**config.mk**
```make
export PLATFORM = sky130hd
export DESIGN_NAME = lc3_mem_arbiter
export DESIGN_NICKNAME = d
export VERILOG_FILES = /design/src/rtl/lc3_mem_arbiter.sv
export SDC_FILE = /design/constraint.sdc
export NUM_CORES = 1
export LEC_CHECK = 0
export ABC_AREA = 1
export CORE_MARGIN = 5
export CORE_UTILIZATION = 42
export DETAILED_ROUTE_END_ITERATION = 6
export PLACE_DENSITY = 0.78
export SYNTH_ARGS = -nofsm -noshare
export SYNTH_HDL_FRONTEND = slang
export SYNTH_SLANG_ARGS = --single-unit
```
**constraint.sdc**
```tcl
create_clock -name clk -period 1.72 [get_ports clk]
set_input_delay 0.516 -clock clk [delete_from_list [all_inputs] [get_ports clk]]
set_output_delay 0.516 -clock clk [all_outputs]
set_load 0.05 [all_outputs]
```
**src/rtl/lc3_mem_arbiter.sv**
```systemverilog
// rtl/lc3_mem_arbiter.sv - two-port arbiter/sequencer in front of LC3_MEMORY
//
// Shares the single-ported memory between the instruction-fetch port
// (read-only) and the data port (read/write). One access at a time runs
// through IDLE -> ACCESS -> CAPTURE -> DONE, so each access takes 4 cycles.
//
// Ports:
//   clk, rst_n                   clock (rising edge), async active-low reset
//   if_req/if_addr               fetch request and address
//   if_ack/if_rdata              one-cycle ack, fetched word (held)
//   d_req/d_we/d_addr/d_wdata    data request, write enable, address, data
//   d_ack/d_rdata                one-cycle ack, read word (writes leave it alone)
//   mem_addr/mem_datain/mem_r_w/mem_en   drive LC3_MEMORY (r_w 1 = write)
//   mem_out                      LC3_MEMORY MEMout
//   busy                         high whenever not IDLE
//   grant                        owner of current access (0 fetch, 1 data)
// Parameter FAIR: 1 = round-robin on ties, 0 = data port wins ties.

module lc3_mem_arbiter #(
  parameter bit FAIR = 1'b1
) (
  input  logic        clk,
  input  logic        rst_n,
  input  logic        if_req,
  input  logic [15:0] if_addr,
  output logic        if_ack,
  output logic [15:0] if_rdata,
  input  logic        d_req,
  input  logic        d_we,
  input  logic [15:0] d_addr,
  input  logic [15:0] d_wdata,
  output logic        d_ack,
  output logic [15:0] d_rdata,
  output logic [15:0] mem_addr,
  output logic [15:0] mem_datain,
  output logic        mem_r_w,
  output logic        mem_en,
  input  logic [15:0] mem_out,
  output logic        busy,
  output logic        grant
);

  typedef enum logic [1:0] {IDLE, ACCESS, CAPTURE, DONE} state_t;

  state_t      state, state_n;
  logic        last_grant, last_grant_n;
  // Write flag of the access in flight; mem_r_w is cleared in ACCESS, so
  // CAPTURE needs its own copy to know whether to update rdata.
  logic        acc_we, acc_we_n;
  logic [15:0] mem_addr_n, mem_datain_n, if_rdata_n, d_rdata_n;
  logic        mem_r_w_n, mem_en_n, if_ack_n, d_ack_n, busy_n, grant_n;
  logic        pick_data;

  // Data wins when fetch is idle, or on a tie when unfair or when fetch
  // was the previous owner.
  always_comb begin
    pick_data = d_req && (!if_req || !FAIR || !last_grant);
  end

  always_comb begin
    state_n      = state;
    last_grant_n = last_grant;
    acc_we_n     = acc_we;
    mem_addr_n   = mem_addr;
    mem_datain_n = mem_datain;
    mem_r_w_n    = mem_r_w;
    mem_en_n     = mem_en;
    if_rdata_n   = if_rdata;
    d_rdata_n    = d_rdata;
    if_ack_n     = 1'b0;
    d_ack_n      = 1'b0;
    busy_n       = busy;
    grant_n      = grant;

    case (state)
      IDLE: begin
        if (if_req || d_req) begin
          grant_n      = pick_data;
          last_grant_n = pick_data;
          if (pick_data) begin
            mem_addr_n   = d_addr;
            mem_datain_n = d_wdata;
            mem_r_w_n    = d_we;
            acc_we_n     = d_we;
          end else begin
            mem_addr_n   = if_addr;
            mem_datain_n = 16'h0000;
            mem_r_w_n    = 1'b0;
            acc_we_n     = 1'b0;
          end
          mem_en_n = 1'b1;
          busy_n   = 1'b1;
          state_n  = ACCESS;
        end
      end
      ACCESS: begin
        // Memory samples the request on the edge leaving this state.
        mem_en_n  = 1'b0;
        mem_r_w_n = 1'b0;
        state_n   = CAPTURE;
      end
      CAPTURE: begin
        if (grant) begin
          if (!acc_we) d_rdata_n = mem_out;
          d_ack_n = 1'b1;
        end else begin
          if_rdata_n = mem_out;
          if_ack_n   = 1'b1;
        end
        state_n = DONE;
      end
      DONE: begin
        // Requests are ignored here so a port dropping req on ack is not
        // granted a second time.
        busy_n  = 1'b0;
        state_n = IDLE;
      end
      default: begin
        state_n = IDLE;
        busy_n  = 1'b0;
        mem_en_n = 1'b0;
      end
    endcase
  end

  always_ff @(posedge clk or negedge rst_n) begin
    if (!rst_n) begin
      state      <= IDLE;
      last_grant <= 1'b1;
      acc_we     <= 1'b0;
      mem_addr   <= 16'h0000;
      mem_datain <= 16'h0000;
      mem_r_w    <= 1'b0;
      mem_en     <= 1'b0;
      if_rdata   <= 16'h0000;
      d_rdata    <= 16'h0000;
      if_ack     <= 1'b0;
      d_ack      <= 1'b0;
      busy       <= 1'b0;
      grant      <= 1'b0;
    end else begin
      state      <= state_n;
      last_grant <= last_grant_n;
      acc_we     <= acc_we_n;
      mem_addr   <= mem_addr_n;
      mem_datain <= mem_datain_n;
      mem_r_w    <= mem_r_w_n;
      mem_en     <= mem_en_n;
      if_rdata   <= if_rdata_n;
      d_rdata    <= d_rdata_n;
      if_ack     <= if_ack_n;
      d_ack      <= d_ack_n;
      busy       <= busy_n;
      grant      <= grant_n;
    end
  end

endmodule

```
* Word-level counts from Yosys, hierarchy flattened
Cells that the tools add are included.
Widths: inputs -> output; s select.
** Storage, ports and cells
- Register bits after elaboration :: 74
- Word-level logic and storage cells :: 46
** Cells by class
- Eq/ne operators :: 4
- Reductions and logical operators :: 13
- Bitwise operators :: 2
- Multiplexer cells :: 14
** Operator list (number)
- $mux 16 :: 2
- $pmux 2 s4 :: 1
- $reduce_and 2->1 :: 4
- $mux 1 :: 7
- $pmux 1 s2 :: 3
- $eq 2x2->1 const B :: 2
- $reduce_bool 2->1 :: 2
- $reduce_and 3->1 :: 1
- $eq 2x1->1 const B :: 1
- $logic_not 1->1 :: 2
- $logic_not 2->1 :: 1
- $logic_or 1x1->1 :: 2
- $mux 2 :: 1
- $ne 2x2->1 const B :: 1
- $not 1->1 :: 2
- $logic_and 1x1->1 :: 1

* Logic depth before layout (Yosys ltp)
- Depth after elaboration :: 6
- Mapped depth :: 8

* Worst setup path before layout
OpenSTA, ideal clock, no wires.
- Path type :: reg2reg
- Start point :: register grant
- End point :: register d_rdata[2]
- Cell stages (with the launch flop) :: 7
- Arrival time :: 1.207 ns
- Clock period less this slack :: 1.339 ns
- Slack :: 0.381 ns
- Path through :: dfrtp_1 nand2_1 inv_1 nand2_1 clkbuf_1 nand2_1 o21ai_0
** On the way
- Longest elaborated chain between the ends :: 1
** Ends and longest elaborated chain
- start, declared :: line 40 : output logic grant
- start signal, assigned :: line 154 : grant <= grant_n;
- $reduce_and 3->1 (no line)
- end signal, assigned :: line 150 : d_rdata <= d_rdata_n;
- end, declared :: line 33 : output logic [15:0] d_rdata,
No other way between the ends.
A chain may end at the register's enable or synchronous reset.

* Final worst setup path
- Start point :: input if_req
- End point :: register mem_addr[11]
** On the way
- Longest elaborated chain between the ends :: 4
** Ends and longest elaborated chain
- start, declared :: line 24 : input logic if_req,
- $logic_not 1->1 :: line 57 : pick_data = d_req && (!if_req || !FAIR || !last_grant);
- $logic_or 1x1->1 :: line 57
- $logic_and 1x1->1 :: line 57
- $mux 16 :: line 80 : if (pick_data) begin
- end signal, assigned :: line 145 : mem_addr <= mem_addr_n;
- end, declared :: line 34 : output logic [15:0] mem_addr,
Several ways; a longest one is shown, not always the timed one.

==> results <==
- The post-place instance area is 5470 sq um.
- Together, buffers and inverters on the worst path number 1.
- The H-tree was split into 3 levels.
- The via count is 2935.
- The number of global-route vias before repair is 3138.
- In the layout the commonest cells are nand2_1, buf_12, dfrtp_1.
- The number of I/O pins is 139.
- The pin count of the biggest net entering global routing is 39.
- In the finished design, the share of the clock period the worst path needs comes to 90.3%.
- The floorplan step defined a core boundary enclosing 7330 sq um.
- The number of nets produced by synthesis is 445.
- The number of gates given a new drive strength after cts is 0.
- By area the synthesized netlist is led by dfrtp_1, nand2_1, inv_1.
- STA puts the critical path data arrival time at 1.83 ns.
- The count of placed standard cells including taps is 605.
- The end of the critical path is mem_addr[11].
- The largest fanout on the critical path is 20.
- Registers are responsible for 26.4% of the overall power.
- In this run the post-CTS setup repair buffer count came out at 0.
- The number of distinct library cell variants in the gate-level netlist after synthesis is 18.
- The later-pin clock latency in the skew report is 0.35 ns.
- The sequential area share after synthesis is 58.0%.
- The stage delay of the slowest cell on the critical path is 0.61 ns.
- The remaining max-slew budget at the tightest pin is 69.7%.
- The critical path goes through clkdlybuf4s50_1 > nor2_2 > nor2_4 > nand3_1 > nand2_1.
- The critical path endpoint category is a flop.
- Setup violations remaining at the end of the flow were counted as 0.
- For this run the aggregate overflow at the end of global routing stands at 0.
- The critical path class is primary input to flop.
- Global routing consumed, over all layers together, 20.1% of the routing resources.
- The total length of routed wires is 9.13 mm.
- The detail route stage leaves a number of antenna-violating nets equal to 0.
- For the pin with the worst max-slew slack, the measured transition is 0.454 ns.
- The part of the power in combinational logic is 61.7%.
- After clock tree synthesis, the clock-pin slew on the worst setup and hold paths is 0.08 ns.
- From synthesis to final layout, the design area changed by 78.7%.
- For the finished layout, the period the worst path requires is 1.55 ns.
- The switching part of the total is 44.5%.
- TritonCTS built the clock tree.
- The repair_antennas step left the layout with diodes totalling 0.
- The startpoint of the worst-slack reg-to-reg timing path is state[0].
- Power spread over the standard cell area amounts to 2350 nW/um^2.
- Cell internal power was estimated by the tool at 7.44 mW.
- The final estimated routing congestion in global placement is 0.776.
- The y dimension of the die is 97.2 microns.
- The startpoint type of the worst setup path is a primary input.
- The share of Yosys cell area claimed by the top area cell type is 57.2%.
- After synthesis the netlist holds a flip-flop and latch count of 74.
- The post-synthesis instance area is 3200 sq um.
- The capture instance of the worst register-to-register path is mem_addr[11].
- The die covers 9450 sq um.
- The min-delay analysis places its worst path in the category primary input to async pin.
- The mean area per synthesized cell is 8.61 sq um.
- The wire length of the first global-routing pass is 15.5 mm.
- For this run, the number of Yosys warnings is 0.
- The maximum ir drop on the vdd rail is 1380 uV.
- The ratio of cells with drive above 1 in the final layout is 20.3%.
- The initial antenna violation count is 0.
- After detailed routing, the number of remaining DRC violations is 0.
- The overall power of the completed layout is 13.4 mW.
- The run finished with clean final reports.
- The maximum buffer depth of the clock tree is 2.
- The number of sinks driven by the clock tree is 74.
- At the end of the flow, the number of nets in the layout was 591.
- Leaving out fill and tap cells, the most frequent cell in the layout is nand2_1.
- Counting every instance in the synthesized netlist gives 371.
- The violation count after the first detailed-routing iteration is 94.
- Buffers inserted during clock tree synthesis total 9.
- The largest total area in the synthesized netlist belongs to dfrtp_1.
- The initial cell density of the core is 43.6%.
- The final standard cell count with taps included and fillers excluded is 620.
- The worst clock skew is 0.0108 ns.
- The analysis attributes to net switching a power of 5.97 mW.
- The final routed wire length divided by cell count is 14.7 microns.
- The number of hold buffers added after CTS is 0.
- Tracing the worst setup path back leads to its startpoint at if_req.
- The cell area after layout is 5710 sq um.
- The number of logic stages on the critical path including buffering is 5.
- Across the run, the number of max-cap violations was 0.
- The count of final hold-check violations is 0.
- The static leakage is 2.90 nW.
- After floorplanning, the core was divided into 31 placement rows.
- Buffers placed on the I/O ports in this run total 138.
- The number of cells on the worst reg-to-reg path is 6.
- The setup slack of the most critical reg-to-reg path is 0.18 ns.
- Hold timing on the final database bottoms out at a slack of 0.0578 ns.
- CTS placed an instance of clkbuf_8 at the clock tree root.
- The highest clock frequency the design can meet is 0.644 GHz.
- The critical path's top delay family is simple AND/OR/NAND/NOR gates.
- The HPWL after detailed placement is 6.97 mm.
- Setup repair after global routing left no endpoint under its margin.
- Data on the critical path is required at its endpoint by 2.00 ns.
- On the critical path, the stage with the largest delay is an instance of clkdlybuf4s50_1.
- The clock network is responsible for 12.0% of the overall power.
- The first-pass iteration count of the detailed router is 4.
- The x dimension of the die is 97.2 microns.
- The per-cell via count in the routed design is 4.73.
- The final-report max-slew violation count came to 0.
layer usage:
layer	vias to the layer above	share of wire, %	GRT usage [%]
li1	1418	-	-
met1	1374	39	23.8
met2	133	47	32.0
met3	10	13	11.3
met4	0	0.70	4.79
met5	-	0	0
logic make-up after synthesis:
family / synth area share, %
AO/OA/AOI/OAI: 7.01
adder cells (fa/ha/maj): 1.96
buffers and inverters: 10.0
flip-flops: 58.0
AND/OR/NAND/NOR: 23.0
layout make-up:
| cell class | instances | area, sq um |
|---|---|---|
| Inverter | 58 | 218 |
| Fill cell | 464 | 1620 |
| Timing Repair Buffer | 151 | 2250 |
| Clock inverter | 5 | 103 |
| Tap cell | 99 | 124 |
| Sequential cell | 74 | 1850 |
| Clock buffer | 10 | 138 |
| Multi-Input combinational cell | 223 | 1020 |
Yosys cell counts:
master    number
buf_2          4
o21ai_4        1
nand3_1       32
o21ai_0       38
nor2_2         1
inv_1         58
a21boi_0       1
buf_4          4
clkbuf_1       5
nand2_4        2
ha_1           5
buf_6          3
o21ai_1        2
nand2_1      138
nor2_4         2
nand4_1        1
dfstp_2        1
dfrtp_1       73
state kept, by name, summed over array words and instances (netlist names), 2 cells and up:
signal	cells
d_rdata	16
if_rdata	16
mem_addr	16
mem_datain	16
state	2
stage by stage:
step,worst slack [ns],util (%),TNS [ns]
2_1_floorplan,0.381,-,0
3_3_place_gp,-0.149,74.6,-2.90
3_5_place_dp,-0.208,74.6,-4.18
4_1_cts,0.155,77.9,0
5_1_grt,0.0192,77.9,0
6_report,0.167,77.9,0
how the worst min path moves through the flow:
stage,start,end,depth (start not counted)
after floorplan,rst_n,acc_we,0
after global placement,rst_n,mem_datain[14],1
after detailed placement,rst_n,mem_datain[14],1
after CTS,rst_n,mem_datain[14],1
after global routing,rst_n,mem_datain[14],1
final,rst_n,mem_datain[14],1
worst reg2reg max path: stages (launching register included):
cell and delay (ns):
dfrtp_1 0.40, inv_1 0.13, ha_1 0.19, inv_1 0.12
nor2_4 0.41, nand3_1 0.14, nand2_1 0.09
power groups by stage:
stage	Sequential, mW	Clock (mW)	Combinational (mW)
4_1_cts	3.54	1.66	8.35
3_3_place_gp	3.52	0	8.17
3_5_place_dp	3.56	0	8.33
6_report	3.54	1.60	8.26
5_1_grt	3.65	1.74	8.68
2_1_floorplan	5.86	0	1.42
Note: power is estimated with default switching activity, not from simulation.
